**src/rtl/alu_arbiter.sv**
```systemverilog
// -----------------------------------------------------------------------------
// alu_arbiter
//   Shares one combinational ALU between two requesters. A granted operation
//   is captured in IDLE, presented to the ALU for exactly one cycle in EXEC,
//   and its result is held in RESP until the consumer takes it. There is one
//   operation in flight at a time, so the best case is one operation every
//   3 cycles.
//
// Parameters
//   RR_EN       1: round-robin between the requesters on a tie,
//               0: requester 0 always wins a tie.
//
// Ports
//   clk, rst_n              clock, asynchronous active-low reset
//   reqN_valid/ready        requester handshake (N = 0, 1)
//   reqN_op, reqN_a/b       opcode (0 nop,1 add,2 sub,3 and,4 or,5 slt,
//                           6 sll,7 lui; 8..15 illegal) and operands
//   alu_op, alu_a, alu_b    operation to the shared ALU (zero unless EXEC)
//   alu_c                   combinational ALU result
//   rsp_valid/ready         response handshake
//   rsp_data, rsp_id        captured result and issuing requester
//   rsp_err                 issued opcode was illegal (rsp_data forced to 0)
// -----------------------------------------------------------------------------
module alu_arbiter #(
  parameter bit RR_EN = 1'b1
) (
  input  logic        clk,
  input  logic        rst_n,
  input  logic        req0_valid,
  output logic        req0_ready,
  input  logic [3:0]  req0_op,
  input  logic [31:0] req0_a,
  input  logic [31:0] req0_b,
  input  logic        req1_valid,
  output logic        req1_ready,
  input  logic [3:0]  req1_op,
  input  logic [31:0] req1_a,
  input  logic [31:0] req1_b,
  output logic [3:0]  alu_op,
  output logic [31:0] alu_a,
  output logic [31:0] alu_b,
  input  logic [31:0] alu_c,
  output logic        rsp_valid,
  input  logic        rsp_ready,
  output logic [31:0] rsp_data,
  output logic        rsp_id,
  output logic        rsp_err
);

  typedef enum logic [1:0] {
    IDLE = 2'd0,
    EXEC = 2'd1,
    RESP = 2'd2
  } state_e;

  state_e      state_q, state_d;
  logic        last_q, last_d;       // requester granted most recently
  logic [3:0]  op_q, op_d;           // already mapped to nop if illegal
  logic [31:0] a_q, a_d;
  logic [31:0] b_q, b_d;
  logic        id_q, id_d;
  logic        err_q, err_d;
  logic        rsp_valid_q, rsp_valid_d;
  logic [31:0] rsp_data_q, rsp_data_d;
  logic        rsp_id_q, rsp_id_d;
  logic        rsp_err_q, rsp_err_d;

  logic        grant1;
  logic        accept_idle;
  logic [3:0]  sel_op;

  // ---------------------------------------------------------------------------
  // Grant. rst_n gates ready so nothing is offered while reset is held, even
  // though the state register already sits in IDLE.
  // ---------------------------------------------------------------------------
  always_comb begin
    // NOTE: every signal written here gets a value before any branch so no
    // path leaves it unassigned; otherwise synthesis infers a latch.
    grant1      = 1'b0;
    accept_idle = (state_q == IDLE) && rst_n;
    if (req0_valid && req1_valid) begin
      // On a tie, round-robin favours whoever did not win last time.
      grant1 = RR_EN ? ~last_q : 1'b0;
    end else begin
      grant1 = req1_valid;
    end
    req0_ready = accept_idle && req0_valid && !grant1;
    req1_ready = accept_idle && req1_valid && grant1;
  end

  // ---------------------------------------------------------------------------
  // Next state, capture and ALU drive.
  // ---------------------------------------------------------------------------
  always_comb begin
    state_d     = state_q;
    last_d      = last_q;
    op_d        = op_q;
    a_d         = a_q;
    b_d         = b_q;
    id_d        = id_q;
    err_d       = err_q;
    rsp_valid_d = rsp_valid_q;
    rsp_data_d  = rsp_data_q;
    rsp_id_d    = rsp_id_q;
    rsp_err_d   = rsp_err_q;
    alu_op      = 4'd0;
    alu_a       = 32'd0;
    alu_b       = 32'd0;
    sel_op      = req1_ready ? req1_op : req0_op;

    unique case (state_q)
      IDLE: begin
        if (req0_ready || req1_ready) begin
          state_d = EXEC;
          last_d  = req1_ready;
          id_d    = req1_ready;
          // Illegal opcodes run as a nop; the error bit remembers why.
          err_d   = sel_op[3];
          op_d    = sel_op[3] ? 4'd0 : sel_op;
          a_d     = req1_ready ? req1_a : req0_a;
          b_d     = req1_ready ? req1_b : req0_b;
        end
      end
      EXEC: begin
        alu_op      = op_q;
        alu_a       = a_q;
        alu_b       = b_q;
        state_d     = RESP;
        rsp_valid_d = 1'b1;
        rsp_data_d  = err_q ? 32'd0 : alu_c;
        rsp_id_d    = id_q;
        rsp_err_d   = err_q;
      end
      RESP: begin
        if (rsp_ready) begin
          state_d     = IDLE;
          rsp_valid_d = 1'b0;
        end
      end
      default: state_d = IDLE;
    endcase
  end

  // ---------------------------------------------------------------------------
  // State registers. The last-grant pointer resets to 1 so requester 0 wins
  // the first tie after reset.
  // ---------------------------------------------------------------------------
  always_ff @(posedge clk or negedge rst_n) begin
    if (!rst_n) begin
      // NOTE: operand and response registers are reset as well, because the
      // response outputs are read directly from them and must read 0 in reset.
      state_q     <= IDLE;
      last_q      <= 1'b1;
      op_q        <= 4'd0;
      a_q         <= 32'd0;
      b_q         <= 32'd0;
      id_q        <= 1'b0;
      err_q       <= 1'b0;
      rsp_valid_q <= 1'b0;
      rsp_data_q  <= 32'd0;
      rsp_id_q    <= 1'b0;
      rsp_err_q   <= 1'b0;
    end else begin
      // NOTE: non-blocking assignments so every register samples the values
      // from before this edge, independent of statement order.
      state_q     <= state_d;
      last_q      <= last_d;
      op_q        <= op_d;
      a_q         <= a_d;
      b_q         <= b_d;
      id_q        <= id_d;
      err_q       <= err_d;
      rsp_valid_q <= rsp_valid_d;
      rsp_data_q  <= rsp_data_d;
      rsp_id_q    <= rsp_id_d;
      rsp_err_q   <= rsp_err_d;
    end
  end

  assign rsp_valid = rsp_valid_q;
  assign rsp_data  = rsp_data_q;
  assign rsp_id    = rsp_id_q;
  assign rsp_err   = rsp_err_q;

endmodule

```
**config.mk**
```make
export PLATFORM = sky130hd
export DESIGN_NAME = alu_arbiter
export DESIGN_NICKNAME = d
export VERILOG_FILES = /design/src/rtl/alu_arbiter.sv
export SDC_FILE = /design/constraint.sdc
export NUM_CORES = 1
export LEC_CHECK = 0
export ABC_AREA = 1
export ABC_CLOCK_PERIOD_IN_PS = 1700
export CAP_MARGIN = 20
export CORE_AREA = 2 2 126 128
export CTS_CLUSTER_DIAMETER = 150
export DETAILED_ROUTE_END_ITERATION = 7
export DIE_AREA = 0 0 128 130
export HOLD_SLACK_MARGIN = 0.15
export PLACE_DENSITY = 0.78
export SYNTH_ARGS = -nofsm -noshare
export SYNTH_HDL_FRONTEND = slang
export SYNTH_SLANG_ARGS = --single-unit
```
**constraint.sdc**
```tcl
create_clock -name clk -period 1.7 [get_ports clk]
set_input_delay 0.34 -clock clk [delete_from_list [all_inputs] [get_ports clk]]
set_output_delay 0.34 -clock clk [all_outputs]
set_load 0.03 [all_outputs]
```
==> reports/metrics.yaml <==
yosys:
  netlist_area_um2: 5420
  ys_seq_elements: 107
  synthCells: 758
  seq_area_frac_synth: 0.494
  syn_avg_cell_area_um2: 7.15
  synth.net_count: 931
  synth.distinct_cells: 20
  ys_warn_count: 0
final_layout:
  final_cells: 1247
  fill_cells: 1388
  area_delta_synth_final_pct: 71.1
  multi_input_area_um2: 2410
  regArea_um2: 2680
  drive_gt1_frac: 0.175
  nets: 1223
  antenna_cells: 0
setup_path:
  cp-end-kind: "output pin"
  crit_fanout: 19
  r2r-end: "rsp_data[0]"
  crit_type: "flip-flop to output pin"
  crit_arrival_ns: 1.52
  setup.worst_path.start_class: "flip-flop"
  crit_required_ns: 1.36
  rr_worst_depth: 9
  r2r-start: "state_q[1]"
  r2r_setup_slack_ns: -0.08
power_and_ir_drop:
  ir_worst_vdd_mv: 0.591
  p_per_area_nw_per_um2: 1520
  power.switching_fraction: 0.427
  p_seq_frac: 0.315
  power_frac_comb: 0.536
  internal_power_mw: 8.08
  switching_power_mw: 6.03
  leakage_nw: 4.88
  power.share.clock: 0.150
  power.total_mw: 14.1
die:
  die_h_um: 130
  row_count: 46
  num_io_pins: 278
  dieWidth_um: 128
  start_util: 0.352
  coreArea_um2: 15400
  die_area_um2: 16600
placement:
  place_inst: 1212
  hpwl_mm: 12.5
  port_buffers: 276
  place_congestion: 0.787
sta:
  finClkSkew_ns: 0.00723
  finalCritPeriodShare: 1.09
  hold_slack_ns: 0.427
  slew_headroom: 0.637
  setup_tns_ns: -9.67
  report.final.slew_viol_count: 0
  worstMarginPinSlew_ns: 0.545
  rsz0062_at_grt: "yes"
  finalSetupViolCount: 101
  setup_ws_ns: -0.159
  layout_min_cycle_time_ns: 1.86
  hold_viol_final: 0
  fmax_mhz: 538
global_route:
  antenna_found_initial: 0
  grt_pass1_wl_mm: 26.6
  grt_overflow: 0
  grt_pass1_vias: 5365
  grt_util_all_layers: 0.203
  grt_max_degree: 91
routing:
  wl_per_cell_um: 14.5
  drt_iter0_drc: 299
  dr.pass1.iters: 4
  via_count: 5709
  wirelength_mm: 18.0
  vias_per_cell: 4.58
  remaining_drc_errors: 0
  final_antenna_net_count: 0
cts:
  cts_tree: "yes"
  cts_buffers: 9
  h-tree-depth: 3
  cts.sinks: 107
  root_buffer: "clkbuf_16"
  clock_path_buffers: 2
  cts.clk_slew.worst_paths_ns: 0.07
  clk-insertion-delay-late_ns: 0.35
hold_path:
  hp-class: "primary input to flip-flop"
  worstHoldEndpoint: "id_q"
  whs_path_depth: 4
  min-delay-start: "rst_n"
status:
  violations: "setup timing"
  outcome: "finished with violations"
run:
  drv_cap: 0
[layer usage]
layer  track usage  vias up  wire length (um)
met5             0        -                 0
met4        0.0679        0               289
met3        0.0578       23              1360
met2         0.347      199              8760
met1         0.247     2641              7650
li1              -     2846                 -
[Yosys cell counts]
master      n  area share
buf_1       1     0.00069
clkbuf_1    9      0.0062
dfrtp_1   106        0.49
o21ai_0     5      0.0046
inv_2       3      0.0021
inv_1      75       0.052
dfstp_2     1      0.0048
nand3_1     8      0.0074
conb_1      1     0.00069
nor2_1     73       0.051
a21oi_1     1     0.00092
nor2_2      2      0.0023
nand2_2     3      0.0035
buf_6       4      0.0083
nor2_4      1      0.0021
buf_4      10       0.014
buf_2      19       0.018
nand2_1   401        0.28
a22o_1     32       0.052
o21bai_1    3      0.0042
[cell families after synthesis]
| group | after synthesis | synth area share |
|---|---|---|
| and+or+nand+nor | 488 | 0.343 |
| other | 1 | 0.000692 |
| AOI/OAI and AO/OA | 41 | 0.0614 |
| buffers and inverters | 121 | 0.101 |
| DFF | 107 | 0.494 |
[worst max path at each step]
stage	start	depth (start not counted)	slack, ns	endpoint
after global placement	req0_valid	9	-0.13	a_q[6]
after global routing	state_q[1]	5	-0.22	alu_a[23]
after detailed placement	req0_valid	9	-0.25	a_q[1]
final	state_q[1]	5	-0.16	alu_a[29]
after floorplan	state_q[1]	5	-0.06	alu_a[24]
after CTS	state_q[1]	5	-0.14	alu_a[9]
[cell usage in the layout (no fill, tap or decap), drive strengths merged]
master and instances:
dlygate4sd3 1, a21oi 1, dfrtp 106, o21bai 3, nand2 404, o21ai 5, a22o 32, clkbuf 17
inv 78, clkinv 1, clkinvlp 2, clkdlybuf4s50 171, dfstp 1, buf 112, nand3 8, nor2 76
bufinv 1, dlygate4sd2 35, conb 1
[worst max-delay path: stages (launching register included)]
cell	delay (ns)
dfrtp_2	0.44
nor2_4	0.17
inv_6	0.09
buf_16	0.18
nor2_1	0.11
buf_4	0.17
[flip-flops by register name, indices dropped and copies added (netlist names)]
register   flops
a_q           32
b_q           32
rsp_data      32
op_q           3
state_q        2
err_q          1
id_q           1
last_q         1
rsp_err        1
rsp_id         1
rsp_valid      1
[cell type report]
| class | instances | share of cell area |
|---|---|---|
| inverters | 78 | 0.0321 |
| repair buffers | 324 | 0.361 |
| well taps | 192 | 0.0259 |
| clock buffers | 12 | 0.0266 |
| clock inverters | 4 | 0.00539 |
| flip-flops and latches | 107 | 0.289 |
| multi-input cells | 530 | 0.260 |
[repair_timing]
action	in CTS	in global routing
buffers inserted	11	2
endpoints found under the hold margin	36	0
setup endpoints to repair	104	164
pin swaps	2	5
hold buffers	1	0
resized for setup	108	23
cloned	1	5
[per-stage QoR]
stage               setup WS [ns]  utilization  area (um2)
finish                     -0.159        0.602        9280
floorplan                 -0.0565            -        5480
global route               -0.225        0.602        9280
detailed placement         -0.249        0.544        8390
global placement           -0.133        0.544        8390
CTS                        -0.142        0.586        9050
[power by group through the flow]
stage	logic (mW)	registers [mW]	clock network (mW)
floorplan	3.43	5.16	0
global placement	6.85	4.43	0
detailed placement	6.95	4.48	0
CTS	7.28	4.44	2.17
global route	8.21	4.57	2.30
finish	7.56	4.44	2.11
Power figures use the tool's default switching activity.
